File: src/rtl/logic_gate_sweep.sv
// logic_gate_sweep: N_IN-input run-time selectable logic gate with a registered
// output and an on-chip exhaustive truth-table sweeper that counts the number
// of operand patterns producing a '1'.
//
// Optional feature macro: LGS_PAUSE_EN
//   defined   -> extra 'pause' input freezes a running sweep
//   undefined -> no pause port, sweeps run uninterrupted
//
// Gate functions (mode):
//   0 AND  1 OR  2 XOR  3 NAND  4 NOR  5 XNOR  6 MAJ  7 reserved (0)

// Combinational gate evaluator shared by the live path and the sweep path.
module lgs_gate_eval #(
  parameter int N_IN = 3
) (
  input  logic [2:0]      mode,
  input  logic [N_IN-1:0] v,
  output logic            f
);

  logic [3:0] pop;
  logic       maj;

  // Population count of the operand vector (N_IN <= 8 fits in 4 bits).
  always_comb begin
    pop = '0;
    for (int i = 0; i < N_IN; i++) pop = pop + {3'b000, v[i]};
  end

  // Majority is a strict majority: popcount above N_IN/2 (integer division).
  assign maj = (pop > 4'(N_IN / 2));

  // Function select; reserved encoding yields a constant 0.
  always_comb begin
    f = 1'b0;
    case (mode)
      3'd0:    f = &v;
      3'd1:    f = |v;
      3'd2:    f = ^v;
      3'd3:    f = ~&v;
      3'd4:    f = ~|v;
      3'd5:    f = ~^v;
      3'd6:    f = maj;
      default: f = 1'b0;
    endcase
  end

endmodule

module logic_gate_sweep #(
  parameter int N_IN = 3
) (
  input  logic            clk,
  input  logic            rst,
  input  logic            start,
`ifdef LGS_PAUSE_EN
  input  logic            pause,
`endif
  input  logic [2:0]      mode,
  input  logic [N_IN-1:0] ext_in,
  output logic            y,
  output logic [N_IN-1:0] pattern,
  output logic            busy,
  output logic            done,
  output logic [N_IN:0]   ones_cnt
);

  // Elaboration-time guard on the supported operand width.
  if (N_IN < 2 || N_IN > 8) begin : g_bad_n_in
    $error("logic_gate_sweep: N_IN must be in 2..8");
  end

  typedef enum logic [1:0] {
    IDLE  = 2'd0,
    SWEEP = 2'd1,
    DONE  = 2'd2
  } state_t;

  state_t            state_q, state_d;
  logic [2:0]        mode_q, mode_d;
  logic [N_IN-1:0]   pattern_d;
  logic [N_IN:0]     ones_d;
  logic              y_d;
  logic              hold;

  logic [2:0]        eval_mode;
  logic [N_IN-1:0]   eval_v;
  logic              eval_f;

  localparam logic [N_IN-1:0] PAT_ONE  = {{(N_IN-1){1'b0}}, 1'b1};
  localparam logic [N_IN-1:0] PAT_LAST = {N_IN{1'b1}};

`ifdef LGS_PAUSE_EN
  assign hold = pause;
`else
  assign hold = 1'b0;
`endif

  // Sweep evaluates the latched mode on the internal pattern; otherwise the
  // gate follows the live mode and external operands.
  always_comb begin
    eval_mode = mode;
    eval_v    = ext_in;
    if (state_q == SWEEP) begin
      eval_mode = mode_q;
      eval_v    = pattern;
    end
  end

  lgs_gate_eval #(.N_IN(N_IN)) u_eval (
    .mode (eval_mode),
    .v    (eval_v),
    .f    (eval_f)
  );

  // Next-state and datapath update; everything holds unless changed below.
  always_comb begin
    state_d   = state_q;
    mode_d    = mode_q;
    pattern_d = pattern;
    ones_d    = ones_cnt;
    y_d       = y;
    case (state_q)
      IDLE: begin
        y_d = eval_f;
        if (start) begin
          mode_d    = mode;
          pattern_d = '0;
          ones_d    = '0;
          state_d   = SWEEP;
        end
      end
      SWEEP: begin
        // A paused sweep freezes y, the counter, the pattern and the state.
        if (!hold) begin
          y_d    = eval_f;
          ones_d = ones_cnt + {{N_IN{1'b0}}, eval_f};
          if (pattern == PAT_LAST) state_d = DONE;
          else                     pattern_d = pattern + PAT_ONE;
        end
      end
      DONE: begin
        // Single-cycle completion state; start is not looked at here.
        y_d     = eval_f;
        state_d = IDLE;
      end
      default: state_d = IDLE;
    endcase
  end

  // State and datapath registers; reset aborts any sweep in flight.
  always_ff @(posedge clk or posedge rst) begin
    if (rst) begin
      state_q  <= IDLE;
      mode_q   <= '0;
      pattern  <= '0;
      ones_cnt <= '0;
      y        <= 1'b0;
    end else begin
      state_q  <= state_d;
      mode_q   <= mode_d;
      pattern  <= pattern_d;
      ones_cnt <= ones_d;
      y        <= y_d;
    end
  end

  // Status flags decoded straight from the state register.
  assign busy = (state_q == SWEEP);
  assign done = (state_q == DONE);

endmodule
File: config.mk
export PLATFORM = sky130hd
export DESIGN_NAME = logic_gate_sweep
export DESIGN_NICKNAME = d
export VERILOG_FILES = /design/src/rtl/logic_gate_sweep.sv
export SDC_FILE = /design/constraint.sdc
export NUM_CORES = 1
export LEC_CHECK = 0
export CAP_MARGIN = 20
export CORE_MARGIN = 8
export CORE_UTILIZATION = 51
export CTS_CLUSTER_DIAMETER = 80
export CTS_CLUSTER_SIZE = 30
export DETAILED_ROUTE_END_ITERATION = 16
export PLACE_DENSITY = 0.82
export SYNTH_ARGS = -nofsm -noshare
export SYNTH_HDL_FRONTEND = slang
export SYNTH_HIERARCHICAL = 1
export SYNTH_SLANG_ARGS = --single-unit
File: constraint.sdc
create_clock -name clk -period 6.2 [get_ports clk]
set_clock_uncertainty 0.2 [all_clocks]
set_input_delay 1.24 -clock clk [delete_from_list [all_inputs] [get_ports clk]]
set_output_delay 1.24 -clock clk [all_outputs]
set_load 0.05 [all_outputs]
==> results by group <==
Synthesis
  – Syn Area/Cell: 9.90 um^2
  – Cell types with the largest area share after synthesis: dfrtp_1 40%, nand2_1 11%, ha_1 9.2%
  – Seq/Total Area, Yosys: 0.401
  – Number of synthesized flops with an enable pin: 0
  – Synthesized Nets: between 90 and 100
  – Flip-flop and latch count after synthesis: 13
  – Mapped Area: just over 800 um^2
  – Proportion of register bits with asynchronous set or reset after synthesis: 1.00
  – Yosys cell types: 28
  – Most common flop cell mapped by yosys: dfrtp_1
  – Share of Yosys cell area claimed by the top area cell type: 0.401
  – Largest area contributor in the synthesized netlist: dfrtp_1
  – Mapped Cells: 82
  – Warnings from Yosys: 6

Worst hold path
  – Class of the tightest hold or removal check: flop to flop

Layout
  – Fraction of final layout cells sized beyond drive strength 1: 0.127
  – Number of fillers in the final layout: 121
  – Most common cell after layout, fill and taps aside: nand2_1
  – Layout net count: 119
  – Most used cells in the layout excluding fill and tap cells: 24 x nand2_1, 18 x clkdlybuf4s50_1, 13 x dfrtp_1
  – Layout area overhead: 25.1%
  – Antenna fix cells: 0

Placement
  – Final Wtd Congestion: 0.795
  – Detailed-placement wirelength estimate: 1270 um
  – Count of input and output buffers: 18

Critical path
  – Type of the worst setup path: primary input to flop
  – Arrival time worst endpoint: 3.64 ns
  – Sort of element at the start of the critical path: primary input
  – Type of destination of the critical path: flop
  – Worst EP required: 6.16 ns
  – Crit-path max FO: 5

Drt
  – Aggregate routed wire length: approximately 1600 um
  – Routed via count divided by cell count: ~5.4
  – Post-detailed-route count of antenna-violating nets: 0
  – Detailed-route wire length per cell: between 10 and 15 um
  – Detailed-router iteration count before antenna repair: 6
  – Count of routing violations after the opening detailed-route iteration: 14
  – Drt drc: 0
  – Via total after detailed routing: 637

Floorplanning
  – Top Ports: 19
  – Die height: around 56 um
  – Die Area: 0.00312 mm^2
  – Initial standard-cell utilization of the core: 0.539
  – Number of placement rows: 14
  – Floorplan core area: 0.00151 mm^2
  – Overall die width: 55.9 um

Timing
  – RSZ-0062 raised after global routing: no
  – Final hold viol count: 0
  – Finish-stage setup viols: 0
  – Final critical-path share of the clock period: 0.595
  – Final max-slew violation count: 0
  – Remaining max-slew budget at the tightest pin: 0.655
  – Worst-margin pin slew: 0.516 ns
  – Shortest clock period the worst path allows after layout: ~3.7 ns
  – F_max: 271 MHz
  – Aggregate negative setup slack: 0 ns

CTS
  – Hold-fix buffer count after cts: 0
  – Number of clock sinks seen by CTS: 13
  – Clock buffer count from CTS: 3
  – Number of levels in the clock H-tree: 1
  – Maximum count of clock buffers along a single path: 2
  – Root buffer selected by CTS: clkbuf_4
  – TritonCTS clock tree: built
  – Post-CTS Setup Inserts: 0
  – CTS clock-pin slew for the worst setup and hold paths: 0.08 ns
  – Clk Latency, worst-skew pair: 0.28 ns
  – Post-CTS sizing: 0

Global route
  – First-pass GRT wire length: 2840 um
  – Total global routing track utilization: 0.110
  – Initial antenna violation count: 0
  – Congestion Overflow GR: 0
  – Pin count of the biggest net entering global routing: 14
  – Via count of the first global-routing pass: 684

Run status
  – Status: finished, final reports clean

Run
  – Maximum Capacitance Violations: 0
-- cells in the mapped netlist, drive strengths merged (2+ instances only) --
| cell | n |
|---|---|
| a21oi | 2 |
| nand2b | 2 |
| nor3b | 2 |
| ha | 6 |
| a22o | 2 |
| nor2b | 2 |
| inv | 6 |
| dfrtp | 13 |
| buf | 2 |
| nand2 | 24 |
| o21ai | 2 |
| nor2 | 2 |
| mux2 | 5 |
-- worst paths after layout --
path / startpoint / to / slack, ns / cells past startpoint
setup / recovery: ext_in[2] / ones_cnt[2] / 2.51 / 11
setup reg to reg: state_q[1] / ones_cnt[2] / 2.83 / 12
max in group asynchronous: rst / ones_cnt[3] / 4.38 / 2
hold / removal: ones_cnt[3] / ones_cnt[3] / 0.28 / 1
hold reg to reg: ones_cnt[3] / ones_cnt[3] / 0.28 / 1
min in group asynchronous: rst / pattern[0] / 1.08 / 2
-- metrics by stage --
| stage | instances | util | worst slack (ns) | instance area, um^2 | hold WS [ns] |
|---|---|---|---|---|---|
| floorplan | 82 | - | 2.80 | 812 | 0.281 |
| global placement | 114 | 0.657 | 2.27 | 990 | 0.264 |
| detailed placement | 114 | 0.657 | 2.21 | 990 | 0.285 |
| CTS | 118 | 0.674 | 2.51 | 1020 | 0.296 |
| global route | 118 | 0.674 | 2.39 | 1020 | 0.327 |
| finish | 118 | 0.674 | 2.51 | 1020 | 0.282 |
-- registers in the layout, indices dropped and copies added (netlist names) --
register  count
y             1
pattern       3
ones_cnt      4
state_q       2
mode_q        3
-- cells by family (layout without fill, tap and decap cells) --
logic type,after synthesis,in the layout,synth area share
AO/OA/AOI/OAI,9,9,0.0817
adder cells (fa/ha/maj),7,7,0.117
buffers and inverters,8,28,0.0555
flip-flops,13,13,0.401
AND/OR/NAND/NOR,38,38,0.248
XOR/XNOR,1,1,0.0108
multiplexers,6,6,0.0863
-- critical path, stage by stage --
cell             delay, ns
clkdlybuf4s50_1       0.46
nand2_1               0.05
nand2_1               0.16
fa_1                  0.46
o211a_1               0.23
o32a_2                0.38
ha_1                  0.20
ha_1                  0.18
nand3b_1              0.09
xor2_1                0.14
nor2_1                0.05
-- per-layer routing --
layer	GRT usage	share of wire
met4	0.0619	0.026
met3	0.0342	0.059
met2	0.192	0.48
met1	0.111	0.43
met5	0	0
-- area by class of cell --
class                   instances  area (um^2)  share of cell area
multi-input cells              61          442               0.435
flip-flops and latches         13          325               0.320
repair buffers                 18          180               0.177
clock buffers                   4         26.3              0.0259
inverters                       6         22.5              0.0222
well taps                      16         20.0              0.0197
Power is left out: the tool's default activity adds up to more than one toggle a clock period on the data nets, which glitch-free logic cannot reach.
